===== src/rtl/cdb_pkg.sv =====
// Shared common-data-bus types and default widths for the write-back path.
package cdb_pkg;

  localparam int unsigned CDB_N_REQ  = 4;
  localparam int unsigned CDB_DATA_W = 32;
  localparam int unsigned CDB_TAG_W  = 4;
  localparam int unsigned CDB_RD_W   = 5;

  // All-ones tag marks "no instruction"; such results are never written back.
  localparam logic [CDB_TAG_W-1:0] TAG_INVALID = '1;

  // One write-back payload, also used by the register-file write-back interface.
  typedef struct packed {
    logic [CDB_DATA_W-1:0] data;
    logic [CDB_TAG_W-1:0]  tag;
    logic [CDB_RD_W-1:0]   rd;
  } cdb_entry_t;

  // Index width for n items, never narrower than one bit.
  function automatic int unsigned idx_w(input int unsigned n);
    return (n > 1) ? $clog2(n) : 1;
  endfunction

endpackage


===== src/rtl/rr_picker.sv =====
// Combinational round-robin picker: first set request at or after ptr, wrapping.
module rr_picker #(
  parameter int unsigned N     = 4,
  parameter int unsigned IDX_W = 2
) (
  input  logic [N-1:0]     req,
  input  logic [IDX_W-1:0] ptr,
  output logic [N-1:0]     gnt_c,
  output logic [IDX_W-1:0] idx_c,
  output logic             any_c
);

  int unsigned pos;

  // Scan N positions starting at ptr; the first hit wins.
  always_comb begin
    gnt_c = '0;
    idx_c = '0;
    any_c = 1'b0;
    pos   = 0;
    for (int unsigned off = 0; off < N; off++) begin
      pos = (32'(ptr) + off) % N;
      if (!any_c && req[IDX_W'(pos)]) begin
        any_c              = 1'b1;
        gnt_c[IDX_W'(pos)] = 1'b1;
        idx_c              = IDX_W'(pos);
      end
    end
  end

endmodule


===== src/rtl/cdb_arbiter.sv =====
// Write-back arbiter: one-entry buffer per result producer, one grant per cycle
// onto registered wb outputs, synchronous flush on mispredict.
// Build option CDB_ARB_FIXED_PRIO_EN: requester 0 always wins when pending and
// the remaining requesters round-robin among themselves.
module cdb_arbiter
  import cdb_pkg::*;
#(
  parameter int unsigned N_REQ  = CDB_N_REQ,
  parameter int unsigned DATA_W = CDB_DATA_W,
  parameter int unsigned TAG_W  = CDB_TAG_W,
  parameter int unsigned RD_W   = CDB_RD_W
) (
  input  logic                    clk,
  input  logic                    rst,
  input  logic                    flush,
  input  logic [N_REQ-1:0]        req_valid,
  output logic [N_REQ-1:0]        req_ready,
  input  logic [N_REQ*DATA_W-1:0] req_data,
  input  logic [N_REQ*TAG_W-1:0]  req_tag,
  input  logic [N_REQ*RD_W-1:0]   req_rd,
  output logic                    wb_valid,
  output logic [DATA_W-1:0]       wb_data,
  output logic [TAG_W-1:0]        wb_tag,
  output logic [RD_W-1:0]         wb_rd,
  output logic                    busy
);

  localparam int unsigned IDX_W = idx_w(N_REQ);
  localparam logic [TAG_W-1:0] TAG_INV = '1;

  typedef struct packed {
    logic [DATA_W-1:0] data;
    logic [TAG_W-1:0]  tag;
    logic [RD_W-1:0]   rd;
  } entry_t;

  entry_t             req_ent [N_REQ];
  entry_t             ent_q   [N_REQ];
  entry_t             wb_q, wb_d;
  logic               wb_valid_q, wb_valid_d;
  logic [N_REQ-1:0]   pend_q, pend_d;
  logic [IDX_W-1:0]   ptr_q, ptr_d;
  logic [N_REQ-1:0]   rr_mask, rr_gnt, gnt, accept, load;
  logic [IDX_W-1:0]   rr_idx, gnt_idx;
  logic               rr_any, gnt_any, ptr_upd;

  // Unpack flat request buses and qualify loads (invalid tags are swallowed).
  for (genvar g = 0; g < N_REQ; g++) begin : g_unpack
    assign req_ent[g].data = req_data[g*DATA_W +: DATA_W];
    assign req_ent[g].tag  = req_tag[g*TAG_W +: TAG_W];
    assign req_ent[g].rd   = req_rd[g*RD_W +: RD_W];
    assign load[g]         = accept[g] && (req_ent[g].tag != TAG_INV);
  end

  // A slot can accept when empty or being drained this cycle; never in flush/reset.
  assign req_ready = {N_REQ{!rst && !flush}} & (~pend_q | gnt);
  assign accept    = req_valid & req_ready;
  assign busy      = |pend_q;

  // Round-robin candidates: requester 0 is handled separately under fixed priority.
  always_comb begin
`ifdef CDB_ARB_FIXED_PRIO_EN
    rr_mask = pend_q & ~N_REQ'(1);
`else
    rr_mask = pend_q;
`endif
  end

  rr_picker #(
    .N     (N_REQ),
    .IDX_W (IDX_W)
  ) u_pick (
    .req   (rr_mask),
    .ptr   (ptr_q),
    .gnt_c (rr_gnt),
    .idx_c (rr_idx),
    .any_c (rr_any)
  );

  // Final grant selection; a requester-0 win leaves the rotation pointer alone.
  always_comb begin
    gnt     = rr_gnt;
    gnt_idx = rr_idx;
    gnt_any = rr_any;
    ptr_upd = rr_any;
`ifdef CDB_ARB_FIXED_PRIO_EN
    if (pend_q[0]) begin
      gnt     = N_REQ'(1);
      gnt_idx = '0;
      gnt_any = 1'b1;
      ptr_upd = 1'b0;
    end
`endif
  end

  // Next state: drain the granted slot, reload accepted slots, flush overrides all.
  always_comb begin
    pend_d     = (pend_q & ~gnt) | load;
    ptr_d      = ptr_q;
    wb_valid_d = 1'b0;
    wb_d       = wb_q;
    wb_d.tag   = TAG_INV;
    if (gnt_any) begin
      wb_valid_d = 1'b1;
      wb_d       = ent_q[gnt_idx];
    end
    if (ptr_upd) begin
      ptr_d = (gnt_idx == IDX_W'(N_REQ - 1)) ? '0 : gnt_idx + IDX_W'(1);
    end
    if (flush) begin
      pend_d     = '0;
      ptr_d      = '0;
      wb_valid_d = 1'b0;
      wb_d       = wb_q;
      wb_d.tag   = TAG_INV;
    end
  end

  // Control and write-back registers.
  always_ff @(posedge clk or posedge rst) begin
    if (rst) begin
      pend_q     <= '0;
      ptr_q      <= '0;
      wb_valid_q <= 1'b0;
      wb_q       <= '{data: '0, tag: TAG_INV, rd: '0};
    end else begin
      pend_q     <= pend_d;
      ptr_q      <= ptr_d;
      wb_valid_q <= wb_valid_d;
      wb_q       <= wb_d;
    end
  end

  // Payload buffers; contents only matter while the matching pend bit is set.
  always_ff @(posedge clk) begin
    for (int i = 0; i < N_REQ; i++) begin
      if (load[i]) ent_q[i] <= req_ent[i];
    end
  end

  assign wb_valid = wb_valid_q;
  assign wb_data  = wb_q.data;
  assign wb_tag   = wb_q.tag;
  assign wb_rd    = wb_q.rd;

endmodule

===== config.mk =====
export PLATFORM = sky130hd
export DESIGN_NAME = cdb_arbiter
export DESIGN_NICKNAME = d
export VERILOG_FILES = /design/src/rtl/cdb_pkg.sv /design/src/rtl/rr_picker.sv /design/src/rtl/cdb_arbiter.sv
export SDC_FILE = /design/constraint.sdc
export NUM_CORES = 1
export LEC_CHECK = 0
export BUFFER_PORTS_ARGS = -buffer_cell sky130_fd_sc_hd__clkbuf_2
export CORE_MARGIN = 8
export CORE_UTILIZATION = 30
export CTS_CLUSTER_DIAMETER = 40
export CTS_CLUSTER_SIZE = 20
export DETAILED_ROUTE_END_ITERATION = 16
export PLACE_DENSITY = 0.54
export SETUP_SLACK_MARGIN = 0.4
export SYNTH_ARGS = -nofsm -noshare
export SYNTH_HDL_FRONTEND = slang
export SYNTH_SLANG_ARGS = --single-unit

===== constraint.sdc =====
create_clock -name clk -period 8.4 [get_ports clk]
set_clock_uncertainty 0.1 [all_clocks]
set_input_delay 1.26 -clock clk [delete_from_list [all_inputs] [get_ports clk]]
set_output_delay 1.26 -clock clk [all_outputs]
set_load 0.1 [all_outputs]

==> results_dict.tcl, run 1 <==
set metrics [dict create \
    min_path_type "reg -> reg" \
    crit_buf_inv 2 \
    wire_per_inst_um 20.54 \
    grt_pass1_wl_um 46960 \
    cts_sinks 212 \
    synth_flop_cell "edfxtp_1" \
    final-setup-viol-count 0 \
    critPathMaxStageDelay_ps 1070 \
    synth_edf_count 164 \
    max-vdd-ir-drop_mv 0.2580 \
    nNetsFinal 1176 \
    crit_path_top_delay_cell "dfrtp_4" \
    critPathCaptureType "primary output" \
    ant_nets 0 \
    synth_cell_type_count 44 \
    cts_tree "done" \
    power_density_nw_per_um2 379.1 \
    startpoint_type "flip-flop" \
    seq_power_share_pct 27.4 \
    via_per_inst 5.096 \
    die_h_um 206.4 \
    criticalPathCategory "reg -> out" \
    fin_crit_ps 5759 \
    htree_levels 2 \
    die_w_um 206.4 \
    ys_warn_count 0 \
    coreArea_um2 35660 \
    antenna_cells 0 \
    grt_pass1_vias 8087 \
    cp_cell_sequence "inv_1 -> ha_1 -> mux4_2 -> nor2b_1 -> a22oi_1 -> o21ai_0 -> a211oi_1 -> nor3_1 -> clkbuf_2" \
    switching_power_w 0.002243 \
    start_util_pct 30.49 \
    worstMarginPinSlew_ps 1102 \
    syn_inst 797 \
    cts_resized 0 \
    synth-adder-area-share_pct 0.6904 \
    slew_headroom_pct 26.52 \
    first_iter_violations 513 \
    arrival_ps 4400 \
    dp_hpwl_um 19580 \
    final_layout_size_suffix_gt1_share_pct 35.33 \
    fin_area_um2 13680 \
    synth_nets 974 \
    synth-xor-area-share_pct 0.08055 \
    holdPathStages 2 \
    tritoncts.num_buffers 42 \
    p_int_w 0.002942 \
    swShare_pct 43.26 \
    maxCapViolCount 0 \
    grt_antenna_before_repair 2 \
    crit_fanout 90 \
    combPwrFrac_pct 41.2 \
    slew_violations 0 \
    drc_errors 0 \
    ff2ff_path_depth 9 \
    final_cell_mix "clkbuf_2 (217), edfxtp_1 (164), mux2i_1 (119), nor2b_1 (76)" \
    synth.area.mux_share_pct 16.89 \
    synth_top_family_by_area "multiplexers" \
    layout_worst_path_cycle_share_pct 68.56 \
    async_reset_ff_share_pct 22.64 \
    post-cts-setup-buffers 0 \
    cts.clk_slew.worst_paths_ps 50 \
    clk_latency_ps 550 \
    drt-total-wl_um 30690 \
    finalPower_w 0.005186 \
    yosysSeqAreaShare_pct 56.39 \
    ctsHoldBuffers 0 \
    p_clk_share_pct 31.3 \
    power_leakage_nw 6.273 \
    crit_cells 9 \
    synthSimpleGateAreaFrac_pct 7.940 \
    final.setup.tns_ps 0 \
    synth_compound_area_share_pct 13.97 \
    ctsLongestPathBuffers 3 \
    syn_to_final_growth_pct 25.80 \
    synth-seq-cells 212 \
    status "finished, final reports clean" \
    design.die.area_um2 42590 \
    hold_viol 0 \
    first_pass_iters 7 \
    io_pins 218 \
    gp_congestion 0.7361 \
    num_rows 69 \
    layout_commonest_cell "clkbuf_2" \
    dpl_cell_area_um2 12280 \
    crit_required_ps 7040 \
    rsz0062_at_grt "no" \
    critPathTopFamily "flip-flops" \
    grt_overflow_total 0 \
    port_buffers 217 \
    max_freq_mhz 173.6 \
    grtUsageTotal_pct 14.35 \
    syn_area_per_cell_um2 13.64 \
    vias 7613 \
    grt_max_degree 91 \
    cts-root-buf "clkbuf_16" \
    synth_area_um2 10870 \
]
[flip-flops by register name, indices dropped and copies added (netlist names)]
| signal | count |
|---|---|
| pend_q | 4 |
| wb_valid | 1 |
| wb_data | 32 |
| wb_rd | 5 |
| wb_tag | 4 |
| ptr_q | 2 |
| ent_q | 164 |
[power by group through the flow]
stage / registers [W] / logic (W) / clock network [W]
final: 0.00142 / 0.00214 / 0.00162
after CTS: 0.00143 / 0.00216 / 0.00167
after detailed placement: 0.00144 / 0.00216 / 0
after floorplan: 0.00205 / 0.00117 / 0
after global placement: 0.00144 / 0.00214 / 0
after global routing: 0.00145 / 0.00228 / 0.00171
[cell usage after synthesis, types with 4 or more instances]
| cell | count | area (um^2) |
|---|---|---|
| mux2_2 | 10 | 112.6 |
| nor2_1 | 11 | 41.29 |
| edfxtp_1 | 164 | 4925 |
| buf_6 | 9 | 101.4 |
| nand4_1 | 4 | 25.02 |
| clkbuf_1 | 31 | 116.4 |
| o211a_1 | 37 | 370.4 |
| dfrtp_1 | 44 | 1101 |
| mux2i_1 | 119 | 1191 |
| inv_1 | 14 | 52.55 |
| a31oi_1 | 4 | 25.02 |
| buf_2 | 12 | 60.06 |
| a21oi_1 | 40 | 200.2 |
| a221o_1 | 38 | 380.4 |
| mux4_2 | 4 | 90.09 |
| a222oi_1 | 37 | 370.4 |
| nor2b_1 | 76 | 475.5 |
| o221ai_1 | 6 | 52.55 |
| ha_1 | 6 | 75.07 |
| nor3_1 | 4 | 20.02 |
| dfstp_2 | 4 | 105.1 |
| o21ai_0 | 4 | 20.02 |
| nand2_1 | 43 | 161.4 |
| buf_4 | 14 | 105.1 |
| nand3_1 | 6 | 30.03 |
| mux2_4 | 28 | 420.4 |
[per-stage QoR]
| stage | std cells | setup slack, ps | utilization, % | hold slack (ps) |
|---|---|---|---|---|
| finish | 1494 | 2641 | 38.36 | 396.5 |
| global route | 1494 | 2174 | 38.36 | 425.8 |
| CTS | 1494 | 2590 | 38.36 | 387.4 |
| detailed placement | 1416 | 3199 | 34.43 | 380.9 |
| global placement | 1416 | 3263 | 34.43 | 378.1 |
| floorplan | 797 | 2762 | - | 359.2 |
[tightest hold or removal path, delay by kind of cell, from the launching register on]
| family | cells | cell delay (ps) |
|---|---|---|
| AOI/OAI and AO/OA | 2 | 140 |
| DFF | 1 | 310 |
[area by class of cell]
| cell class | instances | area (um^2) |
|---|---|---|
| Clock buffer | 49 | 1117 |
| Clock inverter | 29 | 284.0 |
| Multi-Input combinational cell | 504 | 4367 |
| Sequential cell | 212 | 6135 |
| Inverter | 14 | 52.55 |
| Fill cell | 3417 | 21980 |
| Tap cell | 461 | 576.8 |
| Timing Repair Buffer | 225 | 1146 |
[kinds of logic (layout without fill, tap and decap cells)]
group / after synthesis / in the layout
fa+ha+maj: 6 / 6
compound gates: 179 / 179
simple gates: 155 / 155
buf+inv: 81 / 317
xor+xnor: 1 / 1
flops: 212 / 212
mux: 163 / 163
[final timing paths]
path,startpoint,endpoint,slack [ps]
min in group asynchronous,rst,wb_valid$_DFF_PP0_,860
worst max-delay path,ptr_q[0]$_DFFE_PP0P_,req_ready[0],2640
worst min-delay path,ent_q[1][6]$_DFFE_PP_,wb_tag[1]$_DFF_PP1_,400
worst max register to register,ptr_q[0]$_DFFE_PP0P_,wb_data[4]$_DFFE_PP0P_,3570
worst min register to register,ent_q[1][6]$_DFFE_PP_,wb_tag[1]$_DFF_PP1_,400
max in group asynchronous,rst,ptr_q[0]$_DFFE_PP0P_,6780
[per-layer routing]
metal	share of wire, %	global-route usage, %
met5	0.10	0
met4	2.9	6.245
met3	5.5	3.589
met2	49	23.95
met1	43	17.40
No activity file was read; power rests on OpenSTA's default activity.
==> run 2, diff against run 1 <==
- ABC_AREA: default -> 1
- PLACE_DENSITY: 0.54 -> 0.57
- clock period: 8.4 -> 4.6 ns (I/O delays scaled with it)
==> results_dict.tcl, run 2 <==
set metrics [dict create \
    status "finished, final reports clean" \
    grt_max_degree 89 \
    synth-seq-cells 212 \
    slew_headroom_pct 45.39 \
    utilization_pct 39.46 \
    rsz0062_at_grt "no" \
    synth.area.mux_share_pct 0 \
    nNetsFinal 1261 \
    crit_path_top_delay_cell "dfrtp_1" \
    die_h_um 190.3 \
    grt_overflow_total 0 \
    hold_viol 0 \
    gp_congestion 0.7794 \
    coreArea_um2 30270 \
    crit_top_cell "inv_1" \
    final-setup-viol-count 0 \
    via_per_inst 4.483 \
    yosysSeqAreaShare_pct 67.30 \
    vias 6778 \
    post-cts-setup-buffers 0 \
    arrival_ps 3050 \
    port_buffers 217 \
    layout_worst_path_cycle_share_pct 83.38 \
    grt_pass1_vias 7049 \
    drc_errors 0 \
    first_iter_violations 288 \
    synth_flop_cell "edfxtp_1" \
    cts_resized 0 \
    syn_inst 857 \
    cts_sinks 212 \
    cts-root-buf "clkbuf_16" \
    ctsHoldBuffers 0 \
    cp_cell_sequence "inv_4 -> ha_1 -> inv_1 -> nand3_1 -> nand2_2 -> nand4_2 -> inv_1 -> nand2_1 -> nand4_1 -> nand2_1 -> inv_1 -> clkbuf_2" \
    worstMarginPinSlew_ps 818.0 \
    grtUsageTotal_pct 14.58 \
    critPathTopFamily "buffers and inverters" \
    power_leakage_nw 5.496 \
    synth_compound_area_share_pct 1.703 \
    min_path_type "in -> async" \
    crit_buf_inv 5 \
    crit_fanout 11 \
    io_pins 218 \
    dp_hpwl_um 17380 \
    grt_pass1_wl_um 40770 \
    ys_warn_count 0 \
    start_util_pct 30.10 \
    ant_nets 0 \
    worstSetupStartpoint "ptr_q[0]$_DFFE_PP0P_" \
    synth-adder-area-share_pct 0.8241 \
    synth_edf_count 164 \
    power_density_nw_per_um2 781.6 \
    synth_cell_type_count 30 \
    synth_top_family_by_area "simple AND/OR/NAND/NOR gates" \
    synth_area_um2 9110 \
    synth-xor-area-share_pct 0 \
    synthSimpleGateAreaFrac_pct 24.20 \
    syn_to_final_growth_pct 31.11 \
    ys_top_cells_by_area "edfxtp_1 (54%), nand2_1 (14%), dfrtp_1 (12%)" \
    critPathMaxStageDelay_ps 570 \
    htree_levels 2 \
    yosysMostFrequentCell "nand2_1" \
    wire_per_inst_um 17.56 \
    layout_commonest_cell "nand2_1" \
    regMostFlops "ent_q" \
    final_layout_size_suffix_gt1_share_pct 28.97 \
    startpoint_type "flip-flop" \
    synth_nets 1034 \
    drt-total-wl_um 26560 \
    largest_reg_flops 164 \
    grt_antenna_before_repair 0 \
    fin_crit_ps 3835 \
    critPathCaptureType "primary output" \
    final.setup.tns_ps 0 \
    max_freq_mhz 260.7 \
    max-vdd-ir-drop_mv 0.4895 \
    final_cell_mix "nand2_1 (347), clkbuf_2 (217), edfxtp_1 (164), nand3_1 (87), inv_1 (68)" \
    yosys.area.top_type "edfxtp_1" \
    r2r-start "ptr_q[0]$_DFFE_PP0P_" \
    cts_tree "done" \
    async_reset_ff_share_pct 22.64 \
    num_rows 64 \
    syn_area_per_cell_um2 10.63 \
    ctsLongestPathBuffers 3 \
    criticalPathCategory "reg -> out" \
    yosysTopAreaCellShare_pct 54.06 \
    synth_top_cells_by_count "nand2_1 (349), edfxtp_1 (164), nand3_1 (87)" \
    crit_required_ps 3810 \
    first_pass_iters 4 \
    slew_violations 0 \
    maxCapViolCount 0 \
    cts.clk_slew.worst_paths_ps 50 \
    tritoncts.num_buffers 39 \
    die_w_um 190.3 \
    design.die.area_um2 36200 \
    finalPower_w 0.009335 \
    clk_latency_ps 520 \
]
-- run 2: cell types whose count changed in the layout (fill, tap and decap cells not counted), sizes merged, moves of 38 or more --
cell | before | now
nand3 | 6 | 88
mux2i | 119 | 0
mux2 | 40 | 0
inv | 23 | 82
a21oi | 40 | 2
nor2b | 76 | 0
nand2 | 43 | 357
a221o | 38 | 0
-- run 2: final timing paths --
kind                                      endpoint  slack [ps]  cells after the start
max                                   req_ready[1]         760                     12
min                        wb_data[17]$_DFFE_PP0P_         120                      2
max reg2reg                  ent_q[3][6]$_DFFE_PP_        1280                     12
min reg2reg                wb_data[22]$_DFFE_PP0P_         380                      2
max in group asynchronous      wb_tag[3]$_DFF_PP1_        3440                      3
min in group clk            ent_q[2][40]$_DFFE_PP_         240                      1
-- run 2: cell families after synthesis --
| logic type | Yosys count |
|---|---|
| and+or+nand+nor | 503 |
| buffers and inverters | 114 |
| DFF | 212 |
| AOI/OAI and AO/OA | 22 |
| adders and majority gates | 6 |
-- run 2: worst register-to-register path, delay by kind of cell (launching register included) --
kind	cells	cell delay [ps]
fa+ha+maj	1	370
buf+inv	4	700
flops	1	570
simple gates	7	1260
-- run 2: area by class of cell --
cell class	instances	area, um^2
repair buffers	228	1194
clock inverters	26	305.3
well taps	396	495.5
diodes	1	2.502
clock buffers	46	1044
inverters	72	272.8
fillers	2946	18330
flip-flops and latches	212	6131
multi-input cells	531	2500
-- run 2: where the power goes --
group,internal [W],switching (W)
Combinational,0.000872,0.00310
Clock,0.00184,0.00104
Sequential,0.00232,0.000156
-- run 2: per-stage QoR --
step | setup slack [ps] | hold WS, ps | area, um^2 | cells
finish | 764.6 | 115.2 | 11940 | 1512
global route | 509.3 | 142.9 | 11940 | 1511
CTS | 766.8 | 114.6 | 11940 | 1511
detailed placement | 1295 | 366.3 | 10590 | 1439
global placement | 1407 | 365.0 | 10590 | 1439
floorplan | 641.1 | 379.7 | 9110 | 857
-- run 2: per-layer routing --
metal  global-route usage, %  part of all wire (%)
met1                   18.36                    43
met2                   24.49                    49
met3                   3.036                   5.1
met5                       0                     0
met4                   5.310                   2.5
==> run 3, diff against run 2 <==
- clock period: 4.6 -> 3.1 ns (I/O delays scaled with it)
==> results_dict.tcl, run 3 (same netlist as run 2, synthesis figures left out) <==
set metrics [dict create \
    status "finished, final reports clean" \
    fin_area_um2 12460 \
    fin_crit_ps 2832 \
    max-vdd-ir-drop_mv 0.4870 \
    worstMarginPinSlew_ps 770.4 \
    min_path_type "in -> reg" \
    ant_nets 0 \
    cts.clk_slew.worst_paths_ps 50 \
    htree_levels 2 \
    layout_worst_path_cycle_share_pct 91.36 \
    grt_max_degree 67 \
    grt_antenna_before_repair 1 \
    vias 7010 \
    tritoncts.num_buffers 37 \
    grt_overflow_total 0 \
    coreArea_um2 30270 \
    slew_headroom_pct 48.57 \
    crit_fanout 6 \
    slew_violations 0 \
    rsz0062_at_grt "yes" \
    dpl_cell_area_um2 10760 \
    port_buffers 217 \
    final_cell_mix "nand2_1 (337), clkbuf_2 (213), edfxtp_1 (164), nand3_1 (83), inv_1 (60)" \
    final.setup.tns_ps 0 \
    grt_pass1_vias 7337 \
    drc_errors 0 \
    drt-total-wl_um 28440 \
    startpoint_type "flip-flop" \
    ctsLongestPathBuffers 3 \
    critPathCaptureType "primary output" \
    crit_required_ps 2530 \
    die_w_um 190.3 \
    wire_per_inst_um 18.48 \
    final_layout_size_suffix_gt1_share_pct 33.19 \
    regMostFlops "ent_q" \
    num_rows 64 \
    gp_congestion 0.8056 \
    start_util_pct 30.10 \
    dp_cells 1444 \
    max_freq_mhz 353.1 \
    first_pass_iters 5 \
    io_pins 218 \
    cts-root-buf "clkbuf_16" \
    first_iter_violations 437 \
    finalPower_w 0.01442 \
    maxCapViolCount 0 \
    grt_pass1_wl_um 42260 \
    hold_viol 0 \
    layout.cells.non_filler 1539 \
    final-setup-viol-count 0 \
    layout_commonest_cell "nand2_1" \
    power_density_nw_per_um2 1158 \
    largest_reg_flops 164 \
    dp_hpwl_um 18000 \
    clk_latency_ps 490 \
    arrival_ps 2270 \
    cts_tree "done" \
    design.die.area_um2 36200 \
    via_per_inst 4.555 \
    power_leakage_nw 5.644 \
    nNetsFinal 1293 \
    die_h_um 190.3 \
    cts_sinks 212 \
    criticalPathCategory "reg -> out" \
    grtUsageTotal_pct 15.03 \
    syn_to_final_growth_pct 36.73 \
]
==> run 3: cell count changes in the layout (fill, tap and decap cells not counted), moves of 4 or more <==
cell / previous run / this run
buf_4: 9 / 33
nand2_1: 347 / 337
buf_12: 2 / 10
inv_1: 68 / 60
nand2_2: 6 / 13
inv_8: 7 / 1
clkinvlp_4: 4 / 9
a22oi_1: 4 / 0
a22oi_2: 0 / 4
clkbuf_2: 217 / 213
nand3_1: 87 / 83
==> run 3: what timing repair did <==
action,in CTS,in global routing
endpoints found under the setup margin,23,41
endpoints found under the hold margin,9,0
pin swaps,17,12
gates cloned,0,2
hold buffers,1,0
buffers inserted,19,7
gates resized for setup,31,18
==> run 3: power by group <==
group | internal, W | switching [W]
Combinational | 0.00178 | 0.00495
Clock | 0.00265 | 0.00139
Sequential | 0.00345 | 0.000199
Total | 0.00788 | 0.00654
==> run 3: cell type report <==
cell class | count | area, um^2
multi-input cells | 532 | 2688
well taps | 396 | 495.5
clock inverters | 21 | 274.0
inverters | 72 | 297.8
diodes | 1 | 2.502
repair buffers | 261 | 1603
fillers | 2947 | 17810
clock buffers | 44 | 962.2
flip-flops and latches | 212 | 6133
==> run 3: critical path, cell delays in order (launching register included) <==
cell and delay, ps:
dfrtp_2 390, clkinv_4 90, ha_4 310, nand3_2 100, nand2_1 120, nand4_4 100, inv_2 90, nand2_1 60
nand4_1 130, nand2_2 90, clkinvlp_4 110, buf_12 160
==> run 3: path summary, 6_finish.rpt <==
path / cells after the start / end / slack, ps / from
worst max-delay path: 11 / req_ready[0] / 270 / ptr_q[0]$_DFFE_PP0P_
worst min-delay path: 1 / ent_q[3][18]$_DFFE_PP_ / 40 / req_data[105]
worst max register to register: 13 / ent_q[1][21]$_DFFE_PP_ / 460 / ptr_q[0]$_DFFE_PP0P_
worst min register to register: 2 / wb_data[8]$_DFFE_PP0P_ / 380 / wb_data[8]$_DFFE_PP0P_
max in group asynchronous: 4 / wb_tag[3]$_DFF_PP1_ / 1870 / rst
min in group asynchronous: 3 / ptr_q[1]$_DFFE_PP0P_ / 370 / rst
==> run 3: layer usage <==
layer / wire, um / GRT usage, % / part of all wire, %
met4: 1209 / 7.369 / 4.3
met2: 13510 / 24.60 / 48
met3: 1639 / 3.347 / 5.8
met1: 12080 / 18.57 / 42
met5: 0 / 0 / 0
==> run 3: per-stage QoR <==
step           worst slack, ps  hold slack [ps]  utilization (%)
6_report                 267.8            43.87            41.15
5_1_grt                  146.0            15.86            41.15
4_1_cts                  297.5            17.11            40.55
3_5_place_dp             363.9            332.5            35.54
3_3_place_gp             444.7            331.0            35.54
2_1_floorplan            376.1            379.7                -
